File: config.mk
export PLATFORM = sky130hd
export DESIGN_NAME = voice_allocator
export DESIGN_NICKNAME = d
export VERILOG_FILES = /design/src/rtl/voice_allocator.sv
export SDC_FILE = /design/constraint.sdc
export NUM_CORES = 1
export LEC_CHECK = 0
export ABC_AREA = 1
export CAP_MARGIN = 10
export CORE_MARGIN = 5
export CORE_UTILIZATION = 57
export DETAILED_ROUTE_END_ITERATION = 10
export GPL_TIMING_DRIVEN = 0
export PLACE_DENSITY = 0.79
export RECOVER_POWER = 25
export SLEW_MARGIN = 20
export SYNTH_ARGS = -nofsm -noshare
export SYNTH_HDL_FRONTEND = slang
export SYNTH_SLANG_ARGS = --single-unit
File: constraint.sdc
create_clock -name clk_in -period 7.1 [get_ports clk_in]
set_input_delay 1.42 -clock clk_in [delete_from_list [all_inputs] [get_ports clk_in]]
set_output_delay 1.42 -clock clk_in [all_outputs]
set_load 0.1 [all_outputs]
File: src/rtl/voice_allocator.sv
// Polyphonic voice allocator: queues per-key press/release edges and services one
// per cycle, assigning presses to free voices or stealing the oldest voice.
module voice_allocator #(
  parameter int NUM_KEYS   = 24,
  parameter int NUM_VOICES = 4,
  parameter int KEY_W      = 5
) (
  input  logic                          clk_in,
  input  logic                          rst_in,
  input  logic [NUM_KEYS-1:0]           gate_in,
  output logic [NUM_VOICES-1:0]         voice_gate_out,
  output logic [NUM_VOICES-1:0]         voice_trigger_out,
  output logic [NUM_VOICES*KEY_W-1:0]   voice_key_out,
  output logic                          steal_out,
  output logic                          busy_out
);
  localparam int VW = (NUM_VOICES > 1) ? $clog2(NUM_VOICES) : 1;

  logic [NUM_KEYS-1:0] gate_prev, pend_on, pend_off;
  logic [NUM_KEYS-1:0] on, off, svc_on_mask, svc_off_mask, pend_on_left;
  logic [NUM_KEYS-1:0] pend_on_next, pend_off_next;
  logic                svc_valid, svc_release;
  logic [KEY_W-1:0]    svc_key;
  logic [NUM_VOICES-1:0] rel_hit;
  logic [VW-1:0]       alloc_voice;
  logic                free_found;
  logic [2:0]          age [NUM_VOICES];

  assign on  = gate_in & ~gate_prev;
  assign off = ~gate_in & gate_prev;
  assign busy_out = (|pend_on) | (|pend_off);

  // Releases first; the downward scan leaves the lowest set index in svc_key.
  always_comb begin
    svc_valid    = 1'b0;
    svc_release  = 1'b0;
    svc_key      = '0;
    svc_on_mask  = '0;
    svc_off_mask = '0;
    if (|pend_off) begin
      svc_valid   = 1'b1;
      svc_release = 1'b1;
      for (int unsigned k = NUM_KEYS; k > 0; k--)
        if (pend_off[k-1]) svc_key = KEY_W'(k-1);
      svc_off_mask = NUM_KEYS'(1) << svc_key;
    end else if (|pend_on) begin
      svc_valid = 1'b1;
      for (int unsigned k = NUM_KEYS; k > 0; k--)
        if (pend_on[k-1]) svc_key = KEY_W'(k-1);
      svc_on_mask = NUM_KEYS'(1) << svc_key;
    end
  end

  // A release cancels a press still waiting in the queue; a press being serviced
  // this cycle is no longer waiting, so its release is queued normally.
  always_comb begin
    pend_on_left  = pend_on & ~svc_on_mask;
    pend_on_next  = (pend_on_left | on) & ~(off & pend_on_left);
    pend_off_next = (pend_off & ~svc_off_mask) | (off & ~pend_on_left);
  end

  always_comb begin
    rel_hit     = '0;
    free_found  = 1'b0;
    alloc_voice = '0;
    for (int unsigned v = 0; v < NUM_VOICES; v++)
      rel_hit[v] = voice_gate_out[v] && (voice_key_out[KEY_W*v +: KEY_W] == svc_key);
    for (int unsigned v = NUM_VOICES; v > 0; v--)
      if (!voice_gate_out[v-1]) begin
        alloc_voice = VW'(v-1);
        free_found  = 1'b1;
      end
    if (!free_found)
      for (int unsigned v = 0; v < NUM_VOICES; v++)
        if (age[v] == 3'(NUM_VOICES-1)) alloc_voice = VW'(v);
  end

  always_ff @(posedge clk_in) begin
    if (rst_in) begin
      gate_prev         <= '0;
      pend_on           <= '0;
      pend_off          <= '0;
      voice_gate_out    <= '0;
      voice_trigger_out <= '0;
      voice_key_out     <= '0;
      steal_out         <= 1'b0;
      for (int unsigned v = 0; v < NUM_VOICES; v++) age[v] <= 3'(v);
    end else begin
      gate_prev         <= gate_in;
      pend_on           <= pend_on_next;
      pend_off          <= pend_off_next;
      voice_trigger_out <= '0;
      steal_out         <= 1'b0;
      if (svc_valid && svc_release) begin
        voice_gate_out <= voice_gate_out & ~rel_hit;
      end else if (svc_valid) begin
        voice_gate_out[alloc_voice]                 <= 1'b1;
        voice_trigger_out[alloc_voice]              <= 1'b1;
        voice_key_out[KEY_W*alloc_voice +: KEY_W]   <= svc_key;
        steal_out                                   <= !free_found;
        for (int unsigned v = 0; v < NUM_VOICES; v++) begin
          if (VW'(v) == alloc_voice) age[v] <= '0;
          else if (age[v] < age[alloc_voice]) age[v] <= 3'(age[v] + 3'd1);
        end
      end
    end
  end
endmodule

==> results of run 1 <==
## per-stage QoR
| stage | worst slack, ns | utilization [%] | area, um2 | std cells | hold slack (ns) |
|---|---|---|---|---|---|
| floorplan | 3.35 | - | 5960 | 857 | 0.413 |
| global route | 1.75 | 70.5 | 7240 | 1080 | 0.469 |
| detailed placement | 3.03 | 65.0 | 6680 | 1048 | 0.436 |
| CTS | 2.64 | 71.0 | 7290 | 1080 | 0.449 |
| global placement | 3.14 | 65.0 | 6680 | 1048 | 0.424 |
| finish | 1.98 | 70.5 | 7240 | 1080 | 0.448 |
## worst min path at each step
stage,start,to,cells after the start
6_report,gate_prev[0],pend_on[0],1
5_1_grt,gate_prev[0],pend_on[0],1
4_1_cts,gate_prev[0],pend_on[0],1
3_5_place_dp,gate_prev[0],pend_on[0],1
3_3_place_gp,gate_prev[0],pend_on[0],1
2_1_floorplan,gate_prev[0],pend_on[0],1
## routing by layer
| metal | vias up | part of all wire (%) |
|---|---|---|
| li1 | 2917 | - |
| met1 | 2656 | 45 |
| met2 | 172 | 47 |
| met3 | 26 | 6.3 |
| met4 | 0 | 1.6 |
| met5 | - | 0 |
## power by group
group          internal [mW]  leakage (nW)  switching, mW
Sequential             0.682         0.941         0.0247
Clock                  0.563         0.298          0.308
Combinational          0.136          1.86          0.311
Total                   1.38          3.10          0.643
## state kept, by name, indices dropped and copies added, names as in the netlist
name,cells
age,12
gate_prev,24
pend_off,24
pend_on,24
steal_out,1
voice_gate_out,4
voice_key_out,20
voice_trigger_out,4
## layout make-up
class	count	share of cell area, %
inverter	145	7.53
clock inverter	12	2.12
timing repair buffer	55	7.60
multi-input combinational	585	40.5
clock buffer	20	6.29
buffer	14	0.743
sequential	113	32.9
tap	136	2.35
## worst max-delay path: cells and delay by family (launching register included)
family	cells	cell delay [ns]
buffers and inverters	3	1.24
and+or+nand+nor	6	1.64
DFF	1	0.32
## cells by family after synthesis
logic type / after synthesis / synth area share [%]
AO/OA/AOI/OAI: 166 / 16.3
XOR/XNOR: 3 / 0.441
adder cells (fa/ha/maj): 24 / 5.04
buffers and inverters: 159 / 10.1
flip-flops: 113 / 39.9
AND/OR/NAND/NOR: 392 / 28.2
## cell usage in the layout (no fill, tap or decap), drive strengths merged, types with 2 or more instances in the layout
cell,Yosys,final
ha,24,24
nand3,42,42
bufinv,0,3
a22oi,4,4
a211oi,7,7
edfxtp,12,12
o21bai,4,4
a21oi,69,69
nand2,202,202
a32o,2,2
inv,145,145
a211o,2,2
nor3,9,9
dfxtp,101,101
xnor2,2,2
o21ai,65,65
clkdlybuf4s50,0,54
clkbuf,13,33
clkinv,0,6
and2,2,2
nand4,9,9
a2111oi,3,3
nor2,115,115
or2,5,5
clkinvlp,0,3
o211ai,7,7
nor4,7,7
==> results.json, run 1 <==
{
  "n_antenna_cell": 0,
  "synthFlopType": "dfxtp_1",
  "seq_area_frac_synth_pct": 39.9,
  "ys_top_cells_by_count": "200 x nand2_1, 138 x inv_1, 110 x nor2_1",
  "holdBufCountCts": 0,
  "crit_slowest_cell": "clkdlybuf4s50_1",
  "yosys_warnings": 0,
  "synth.distinct_cells": 44,
  "netlist_top_cells_area": "dfxtp_1 34%, nand2_1 13%, inv_1 8.7%",
  "gp_congestion": 0.916,
  "reg2reg_slack_ns": 2.38,
  "crit_arrival_ns": 3.70,
  "drtIter0Drc": 511,
  "max_stage_delay_ns": 1.03,
  "globalRouteMet3Util_pct": 5.50,
  "die-area_mm2": 0.0126,
  "netlist_instances": 857,
  "fp-row-count": 37,
  "clock_latency_ns": 0.52,
  "htreeDepth": 4,
  "r2r-start": "pend_off[0]",
  "dieHeight_um": 112,
  "synthArstFlopShare_pct": 0,
  "syn_to_final_growth_pct": 21.5,
  "reg2reg_to": "age[3][2]",
  "port_buffers": 55,
  "synth_edf_count": 12,
  "final_layout_size_suffix_gt1_share_pct": 5.72,
  "grt.met2_usage_pct": 43.3,
  "yosysMostFrequentCell": "nand2_1",
  "via_per_inst": 5.34,
  "grt_usage_pct": 26.4,
  "hold_class": "reg2reg",
  "setup_viol": 0,
  "synth_top_cell_by_area": "dfxtp_1",
  "firstDrtPassIters": 5,
  "clock_skew_ns": 0.00698,
  "wl_per_cell_um": 15.2,
  "synth_seq_cells": 113,
  "overflow": 0,
  "cts_tree": "done",
  "clk_pin_slew_ns": 0.05,
  "maxCapViolations": 0,
  "syn_nets": 907,
  "cts_setup_buffers": 0,
  "ir_worst_vdd_uv": 198,
  "die_w_um": 112,
  "crit_path_frequent_cell": "nor2_1",
  "finalNetCount": 981,
  "grt_pass1_vias": 5508,
  "slew_viol_final": 0,
  "drt_wl_total_um": 16400,
  "hold_violations": 0,
  "multi_input_area_mm2": 0.00293,
  "syn_area_per_cell_um2": 6.96,
  "power_mw": 2.02,
  "worstMarginPinSlew_ns": 0.985,
  "startpoint_type": "flip-flop",
  "crit_fanout": 7,
  "cp.required_ns": 5.68,
  "core_area_mm2": 0.0103,
  "startpoint": "pend_off[0]",
  "final_antenna_net_count": 0,
  "ff2ff_path_depth": 15,
  "setup.worst_path.end": "busy_out",
  "grt_setup_unrepaired": "no",
  "nFillCells": 879,
  "drc": 0,
  "gr-max-usage-layer": "met2",
  "start_util_pct": 58.0,
  "grt_use_met1_pct": 35.3,
  "leakage_nw": 3.10,
  "cts-buffers-inserted": 17,
  "fin_tns_setup_ns": 0,
  "slew_headroom_pct": 34.1,
  "worstSetupEndpointType": "primary output",
  "worstSetupPathType": "reg2out",
  "cts.sinks": 113,
  "status": "finished, final reports clean",
  "cts-root-buf": "clkbuf_8",
  "ctsResizeCount": 0,
  "grt_pass1_wl_um": 26800,
  "cts_buffer_depth": 2,
  "period_share_pct": 72.1,
  "yosysTopAreaCellShare_pct": 33.9,
  "worstPathCellList": "nor2_1 -> clkinv_1 -> nor3_1 -> nand2_1 -> nor2_1 -> clkinv_1 -> nor2_1 -> nand2_1 -> clkdlybuf4s50_1",
  "num_vias": 5771,
  "fmax_ghz": 0.195,
  "regArea_mm2": 0.00238,
  "synth_area_mm2": 0.00596,
  "boundaryPins": 56,
  "antenna_found_initial": 0,
  "min_period_ns": 5.12,
  "hpwl_um": 12400,
  "powerDensity_mw_per_mm2": 279,
  "grt_max_degree": 17
}
No activity file was read; power rests on OpenSTA's default activity.
==> run 2: changes to the inputs <==
- CORE_UTILIZATION: 57 -> 52
- PLACE_DENSITY: 0.79 -> 0.76
- clock period: 7.1 -> 4.2 ns (I/O delays scaled with it)
==> results.json, run 2 (same netlist as run 1, synthesis figures left out) <==
{
  "max_stage_delay_ns": 0.66,
  "num_vias": 5824,
  "fmax_ghz": 0.259,
  "die_w_um": 117,
  "n_antenna_cell": 0,
  "finalNetCount": 981,
  "powerDensity_mw_per_mm2": 480,
  "cts.sinks": 113,
  "worstMarginPinSlew_ns": 0.999,
  "wl_per_cell_um": 14.5,
  "cts-root-buf": "clkbuf_16",
  "crit_slowest_cell": "nor2_1",
  "reg_top3": "gate_prev: 24 flops, pend_off: 24 flops, pend_on: 24 flops",
  "pre_cts_ws_ns": 0.207,
  "hold_class": "reg2reg",
  "cp.required_ns": 4.29,
  "setup.worst_path.end": "age[3][1]",
  "startpoint": "pend_off[16]",
  "grt_pass1_wl_um": 25500,
  "fin_cells": 1087,
  "antenna_found_initial": 1,
  "min_period_ns": 3.86,
  "r2r-start": "pend_off[16]",
  "worstPathCellList": "nor4_1 -> nand2_1 -> nor2_8 -> clkinvlp_2 -> nor2_1 -> inv_2 -> nor2_4 -> inv_2 -> a2111oi_4 -> nand2_1 -> o211ai_1",
  "maxCapViolations": 0,
  "period_share_pct": 92.0,
  "grt_max_degree": 17,
  "hold_violations": 0,
  "leakage_nw": 3.14,
  "drt_wl_total_um": 15800,
  "multi_input_area_mm2": 0.00297,
  "dieHeight_um": 117,
  "cts-buffers-inserted": 17,
  "start_util_pct": 52.7,
  "reg2reg_to": "age[3][1]",
  "fin_tns_setup_ns": 0,
  "clock_skew_ns": 0.00694,
  "final_core_util_pct": 64.7,
  "final_common_cell": "nand2_1",
  "post_dp_cell_area_mm2": 0.00669,
  "htreeDepth": 4,
  "reg2reg_slack_ns": 0.34,
  "drtIter0Drc": 457,
  "drc": 0,
  "regArea_mm2": 0.00238,
  "final_cell_mix": "199 x nand2_1, 138 x inv_1, 111 x nor2_1",
  "fin_ws_ns": 0.336,
  "nFillCells": 1023,
  "worstSetupPathType": "reg2reg",
  "crit_arrival_ns": 3.95,
  "grt_setup_unrepaired": "no",
  "grt_usage_pct": 24.3,
  "firstDrtPassIters": 6,
  "power_mw": 3.51,
  "clk_pin_slew_ns": 0.05,
  "ff2ff_path_depth": 11,
  "gp_congestion": 0.918,
  "startpoint_type": "flip-flop",
  "boundaryPins": 56,
  "status": "finished, final reports clean",
  "cts_buffer_depth": 2,
  "final_antenna_net_count": 0,
  "core_area_mm2": 0.0113,
  "slew_viol_final": 0,
  "placed_cells": 1055,
  "setup_viol": 0,
  "die-area_mm2": 0.0137,
  "worstSetupEndpointType": "flip-flop",
  "syn_to_final_growth_pct": 22.7,
  "hpwl_um": 11400,
  "cts_tree": "done",
  "crit_fanout": 8,
  "final_layout_size_suffix_gt1_share_pct": 6.36,
  "fp-row-count": 39,
  "overflow": 0,
  "clock_latency_ns": 0.42,
  "final_area_mm2": 0.00732,
  "worst_hold_slack_ns": 0.428,
  "ir_worst_vdd_uv": 366,
  "via_per_inst": 5.36,
  "grt_pass1_vias": 5437,
  "port_buffers": 55,
  "slew_headroom_pct": 33.2
}
-- run 2: worst min-delay path by stage --
stage	startpoint	endpoint	slack, ns	depth (start not counted)
after detailed placement	gate_prev[0]	pend_on[0]	0.42	1
after global routing	gate_prev[0]	pend_on[0]	0.48	1
after CTS	gate_prev[0]	pend_on[0]	0.43	1
final	gate_prev[0]	pend_on[0]	0.43	1
after global placement	gate_prev[0]	pend_on[0]	0.42	1
after floorplan	gate_prev[0]	pend_on[0]	0.41	1
-- run 2: area by class of cell --
class | count | area share [%]
flip-flops and latches | 113 | 32.5
clock inverters | 9 | 2.05
multi-input cells | 585 | 40.6
plain buffers | 14 | 0.735
repair buffers | 55 | 7.52
clock buffers | 23 | 6.67
well taps | 143 | 2.44
inverters | 145 | 7.45
-- run 2: per-layer routing --
metal / wire, um / track usage, %
met1: 6910 / 31.1
met2: 7260 / 38.6
met3: 1140 / 6.22
met4: 448 / 11.2
met5: 13 / 0
-- run 2: worst max-delay path: cells and delay by family (launching register included) --
kind,cells,cell delay [ns]
simple gates,6,2.05
buf+inv,3,0.74
flops,1,0.32
compound gates,2,0.41
-- run 2: power breakdown --
group          internal [mW]  switching, mW  total [mW]
logic                  0.233          0.529       0.762
clock network           1.05          0.501        1.55
registers               1.15         0.0419        1.20
-- run 2: what timing repair did --
item,CTS,global route
endpoints found under the setup margin,0,19
hold buffers,0,0
buffers inserted,0,0
resized for setup,0,2
